--- src/rtl/frog_key_input.sv ---
// Frog game key front end: synchronizes four active-low keys and emits one-cycle move pulses with lockout.
// Optional auto-repeat of a held key is built when FROG_KEY_REPEAT_EN is defined.
module frog_key_input #(
    parameter int LOCKOUT       = 4,
    parameter int REPEAT_CYCLES = 16
) (
    input  logic       clk,
    input  logic       reset,
    input  logic [3:0] KEY,
    input  logic       enable,
    output logic       L,
    output logic       R,
    output logic       F,
    output logic       B,
    output logic       busy
);

    typedef enum logic [1:0] {
        DISARMED = 2'd0,
        ARMED    = 2'd1,
        HELD     = 2'd2
    } key_state_t;

    logic [3:0] sync1;
    logic [3:0] sync2;
    logic [3:0] pressed;
    logic [3:0] pressed_d;
    logic [1:0] warm;
    logic       warm_done;
    key_state_t state [4];
    logic [3:0] armed;
    logic [3:0] press_ev;
    logic       allow;
    logic [3:0] win;
    logic [3:0] move;
    logic [3:0] move_next;
    logic [7:0] lock_cnt;

    assign pressed   = ~sync2;
    assign warm_done = (warm == 2'd2);
    assign busy      = (lock_cnt != 8'd0);
    assign allow     = enable && !busy;
    assign press_ev  = pressed & ~pressed_d & armed;

    assign L = move[3];
    assign R = move[2];
    assign F = move[1];
    assign B = move[0];

    // NOTE: every variable driven here gets a default first so no latch is inferred.
    always_comb begin
        armed = '0;
        for (int i = 0; i < 4; i++) begin
            armed[i] = (state[i] == ARMED);
        end
    end

    // Fixed priority L > R > F > B; losers are disarmed by the state update below.
    always_comb begin
        win = '0;
        if (allow) begin
            if (press_ev[3])      win = 4'b1000;
            else if (press_ev[2]) win = 4'b0100;
            else if (press_ev[1]) win = 4'b0010;
            else if (press_ev[0]) win = 4'b0001;
        end
    end

`ifdef FROG_KEY_REPEAT_EN
    logic       rpt_active;
    logic [1:0] rpt_key;
    logic [7:0] rpt_cnt;
    logic [3:0] rpt_mask;
    logic [3:0] changed;
    logic       rpt_cancel;
    logic       rpt_fire;
    logic [1:0] win_idx;

    assign rpt_mask   = 4'b0001 << rpt_key;
    assign changed    = pressed ^ pressed_d;
    // Another key moving, or the owner letting go, ends the repeat run.
    assign rpt_cancel = (|(changed & ~rpt_mask)) || !pressed[rpt_key];
    assign rpt_fire   = rpt_active && !rpt_cancel && allow && (win == 4'b0000)
                        && (rpt_cnt >= 8'(REPEAT_CYCLES - 1));

    always_comb begin
        win_idx = 2'd0;
        if (win[3])      win_idx = 2'd3;
        else if (win[2]) win_idx = 2'd2;
        else if (win[1]) win_idx = 2'd1;
    end

    assign move_next = win | (rpt_fire ? rpt_mask : 4'b0000);

    always_ff @(posedge clk) begin
        if (reset) begin
            rpt_active <= 1'b0;
            rpt_key    <= 2'd0;
            rpt_cnt    <= 8'd0;
        end else if (win != 4'b0000) begin
            rpt_active <= 1'b1;
            rpt_key    <= win_idx;
            rpt_cnt    <= 8'd0;
        end else if (rpt_active && rpt_cancel) begin
            rpt_active <= 1'b0;
            rpt_cnt    <= 8'd0;
        end else if (rpt_fire) begin
            rpt_cnt <= 8'd0;
        end else if (rpt_active && rpt_cnt != 8'hFF) begin
            rpt_cnt <= rpt_cnt + 8'd1;
        end
    end
`else
    assign move_next = win;
`endif

    // NOTE: sequential state uses non-blocking assignments so all flops update from pre-edge values.
    always_ff @(posedge clk) begin
        if (reset) begin
            sync1     <= 4'hF;
            sync2     <= 4'hF;
            pressed_d <= 4'h0;
            warm      <= 2'd0;
            move      <= 4'h0;
            lock_cnt  <= 8'd0;
            for (int i = 0; i < 4; i++) begin
                state[i] <= DISARMED;
            end
        end else begin
            sync1     <= KEY;
            sync2     <= sync1;
            pressed_d <= pressed;
            move      <= move_next;
            if (!warm_done) begin
                warm <= warm + 2'd1;
            end

            if (move_next != 4'h0) begin
                lock_cnt <= 8'(LOCKOUT);
            end else if (lock_cnt != 8'd0) begin
                lock_cnt <= lock_cnt - 8'd1;
            end

            // Arming waits until the synchronizer holds real samples, so a key held through reset stays disarmed.
            for (int i = 0; i < 4; i++) begin
                case (state[i])
                    DISARMED: if (warm_done && !pressed[i]) state[i] <= ARMED;
                    ARMED:    if (press_ev[i])              state[i] <= HELD;
                    HELD:     if (!pressed[i])              state[i] <= ARMED;
                    default:                                state[i] <= DISARMED;
                endcase
            end
        end
    end

endmodule

--- config.mk ---
export PLATFORM = sky130hd
export DESIGN_NAME = frog_key_input
export DESIGN_NICKNAME = d
export VERILOG_FILES = /design/src/rtl/frog_key_input.sv
export SDC_FILE = /design/constraint.sdc
export NUM_CORES = 1
export LEC_CHECK = 0
export CORE_MARGIN = 2
export CORE_UTILIZATION = 55
export CTS_CLUSTER_SIZE = 8
export DETAILED_ROUTE_END_ITERATION = 8
export HOLD_SLACK_MARGIN = 0.02
export PLACE_DENSITY = 0.76
export REMOVE_ABC_BUFFERS = 1
export SKIP_CTS_REPAIR_TIMING = 1
export SLEW_MARGIN = 40
export SYNTH_ARGS = -nofsm -noshare
export SYNTH_HDL_FRONTEND = slang
export SYNTH_SLANG_ARGS = --single-unit
--- constraint.sdc ---
create_clock -name clk -period 2 [get_ports clk]
set_input_delay 0.4 -clock clk [delete_from_list [all_inputs] [get_ports clk]]
set_output_delay 0.4 -clock clk [all_outputs]
set_load 0.005 [all_outputs]
==> flow_summary.json <==
{
  "synthXorXnorAreaFrac_pct": 1.27,
  "grt_pass1_wl_um": 4350,
  "grt_overflow": 0,
  "yosysSeqAreaShare_pct": 55.0,
  "multiInputGateArea_um2": 597,
  "r2r_end": "lock_cnt[1]$_SDFFE_PP0P_",
  "worstSetupStartpointType": "flop",
  "syn_area_per_cell_um2": 10.3,
  "drc": 0,
  "synth_area_um2": 1380,
  "holdPathStages": 1,
  "design_area_um2": 1640,
  "synth_area_leader_cell": "dfxtp_1",
  "clock_latency_ps": 320,
  "grt_usage_pct": 21.3,
  "min_from": "sync1[1]$_SDFF_PP1_",
  "hpwl_um": 1850,
  "synth_area_leaders": "dfxtp_1 (38%), edfxtp_1 (17%), nor2_1 (5.4%)",
  "vias_per_cell": 5.71,
  "worstHoldEndpoint": "sync2[1]$_SDFF_PP1_",
  "routed_wl_um": 2510,
  "cp.arrival_ps": 1470,
  "synth_top_family_by_area": "simple AND/OR/NAND/NOR gates",
  "clock.fmax_mhz": 536,
  "status": "finished clean",
  "ys_warn_count": 0,
  "htreeDepth": 2,
  "critical_path_peak_fanout": 5,
  "min_period_ps": 1870,
  "cts_sinks": 34,
  "dr_total_vias": 1050,
  "drtIter0Drc": 18,
  "worstSetupPathType": "reg2out",
  "powerDensity_nw_per_um2": 1240,
  "cts.clk_slew.worst_paths_ps": 100,
  "rsz0062_at_grt": "no",
  "core_area_um2": 2430,
  "root_buffer": "clkbuf_4",
  "tightest_slew_ps": 470,
  "r2r_slack_ps": 160,
  "endpoint_kind": "output pin",
  "antenna_found_initial": 0,
  "synthMuxAreaShare_pct": 0,
  "drive_gt1_share_pct": 20.1,
  "ant_nets": 0,
  "wl_per_cell_um": 13.6,
  "p_leak_uw": 0.000630,
  "synth_cell_types": 35,
  "vdd_drop_max_v": 0.000793,
  "initial_utilization_pct": 56.9,
  "grt_max_degree": 19,
  "placed_area_um2": 1560,
  "finClkSkew_ps": 7.51,
  "synth_compound_area_share_pct": 9.86,
  "synth_simple_gate_area_share_pct": 28.1,
  "timing.rr.start": "lock_cnt[1]$_SDFFE_PP0P_",
  "layout.nets": 163,
  "fp.dieW_um": 54.2,
  "cts_tree": "built",
  "total_power_uw": 2030,
  "gp_congestion": 0.803,
  "grt_pass1_vias": 1044,
  "fp.dieH_um": 54.2,
  "synth-adder-area-share_pct": 2.71,
  "syn_to_final_growth_pct": 18.6,
  "row_count": 18,
  "setup_viol": 0,
  "synth.top_cell.area_share_pct": 37.6,
  "ys_ff_latch": 34,
  "max-cap-violations": 0,
  "reg2reg_depth": 5,
  "synth-edff-count": 8,
  "dieArea_um2": 2930,
  "fin_crit_sh_pct": 93.3,
  "seq_area_um2": 762,
  "diodes": 0,
  "crit_required_ps": 1600,
  "first_pass_iters": 4,
  "timing_hold_violations_final": 0,
  "portBuffers": 11,
  "slew_headroom_pct": 68.4,
  "hp-class": "reg2reg",
  "io_pins": 12,
  "cts_buffers": 5,
  "synthFlopType": "dfxtp_1",
  "slew_viol_final": 0,
  "ys_async_sr_fraction_pct": 0,
  "fillCellCount": 207,
  "clockBufferDepth": 2,
  "synthCells": 135
}
-- per-layer routing --
| metal | global-route usage (%) | up-vias | wire (um) |
|---|---|---|---|
| met3 | 7.78 | 5 | 92 |
| met1 | 25.4 | 500 | 1180 |
| met4 | 10.0 | 0 | 36 |
| met5 | 0 | - | 0 |
| li1 | - | 529 | - |
| met2 | 33.9 | 16 | 1200 |
-- worst max path at each step --
stage                                         from                  endpoint  slack (ps)  depth (start not counted)
final                     lock_cnt[1]$_SDFFE_PP0P_                      busy         130                          5
after detailed placement  lock_cnt[1]$_SDFFE_PP0P_                      busy          70                          5
after CTS                 lock_cnt[1]$_SDFFE_PP0P_                      busy        -330                          5
after floorplan           lock_cnt[0]$_SDFFE_PP0P_  lock_cnt[0]$_SDFFE_PP0P_         310                          5
after global routing      lock_cnt[1]$_SDFFE_PP0P_                      busy          20                          5
after global placement    lock_cnt[1]$_SDFFE_PP0P_                      busy         170                          5
-- synthesized netlist by cell type (3+ instances only) --
cell / n
or4_1: 4
clkbuf_1: 4
or2_2: 8
dfxtp_1: 26
ha_1: 3
nand2_1: 3
nor4b_1: 6
nor2_1: 20
or3_1: 3
inv_1: 4
edfxtp_1: 8
o21ai_0: 5
a21oi_1: 9
nor3b_1: 4
nand3b_1: 3
or4b_2: 4
-- state kept, by name, indices dropped and copies added, names as in the netlist --
register	count
lock_cnt	8
state	8
move	4
pressed_d	4
sync1	4
sync2	4
warm	2
-- cell type report --
type | count | area share, %
Timing Repair Buffer | 17 | 10.4
Clock buffer | 7 | 3.35
Inverter | 4 | 0.915
Tap cell | 30 | 2.29
Multi-Input combinational cell | 91 | 36.4
Clock inverter | 1 | 0.305
Sequential cell | 34 | 46.4
-- cell usage in the layout (no fill, tap or decap), drive strengths merged, types with 4 or more instances in the layout --
master,count
o21ai,5
or4b,4
or2,8
edfxtp,8
inv,4
nor4b,6
or3,4
a21oi,9
dfxtp,26
or4,4
buf,6
nor3b,4
clkdlybuf4s50,10
clkbuf,7
nor2,20
-- worst max-delay path, cell delays in order, from the launching register on --
cell,delay (ps)
dfxtp_2,350
inv_1,110
ha_2,200
nor3b_4,210
nand2_2,90
dlymetal6s2s_1,180
-- where the power goes --
group          switching, uW  total [uW]  internal (uW)
Clock                    209         379            170
Combinational            358         706            349
Sequential               109         947            838
Total                    675        2030           1360
-- per-stage QoR --
step | util [%] | setup WS [ps] | cells | TNS (ps) | hold WS, ps
after floorplan | - | 310 | 129 | 0 | 389
after global placement | 64.2 | 167 | 176 | 0 | 394
after detailed placement | 64.2 | 67.4 | 176 | 0 | 398
after CTS | 66.7 | -326 | 184 | -326 | 424
after global routing | 67.5 | 15.0 | 184 | 0 | 436
final | 67.5 | 135 | 184 | 0 | 418
-- kinds of logic after synthesis --
logic type      after synthesis
fa+ha+maj                     3
buf+inv                      10
flops                        34
compound gates               22
simple gates                 64
xor+xnor                      2
Note: power is estimated with default switching activity, not from simulation.
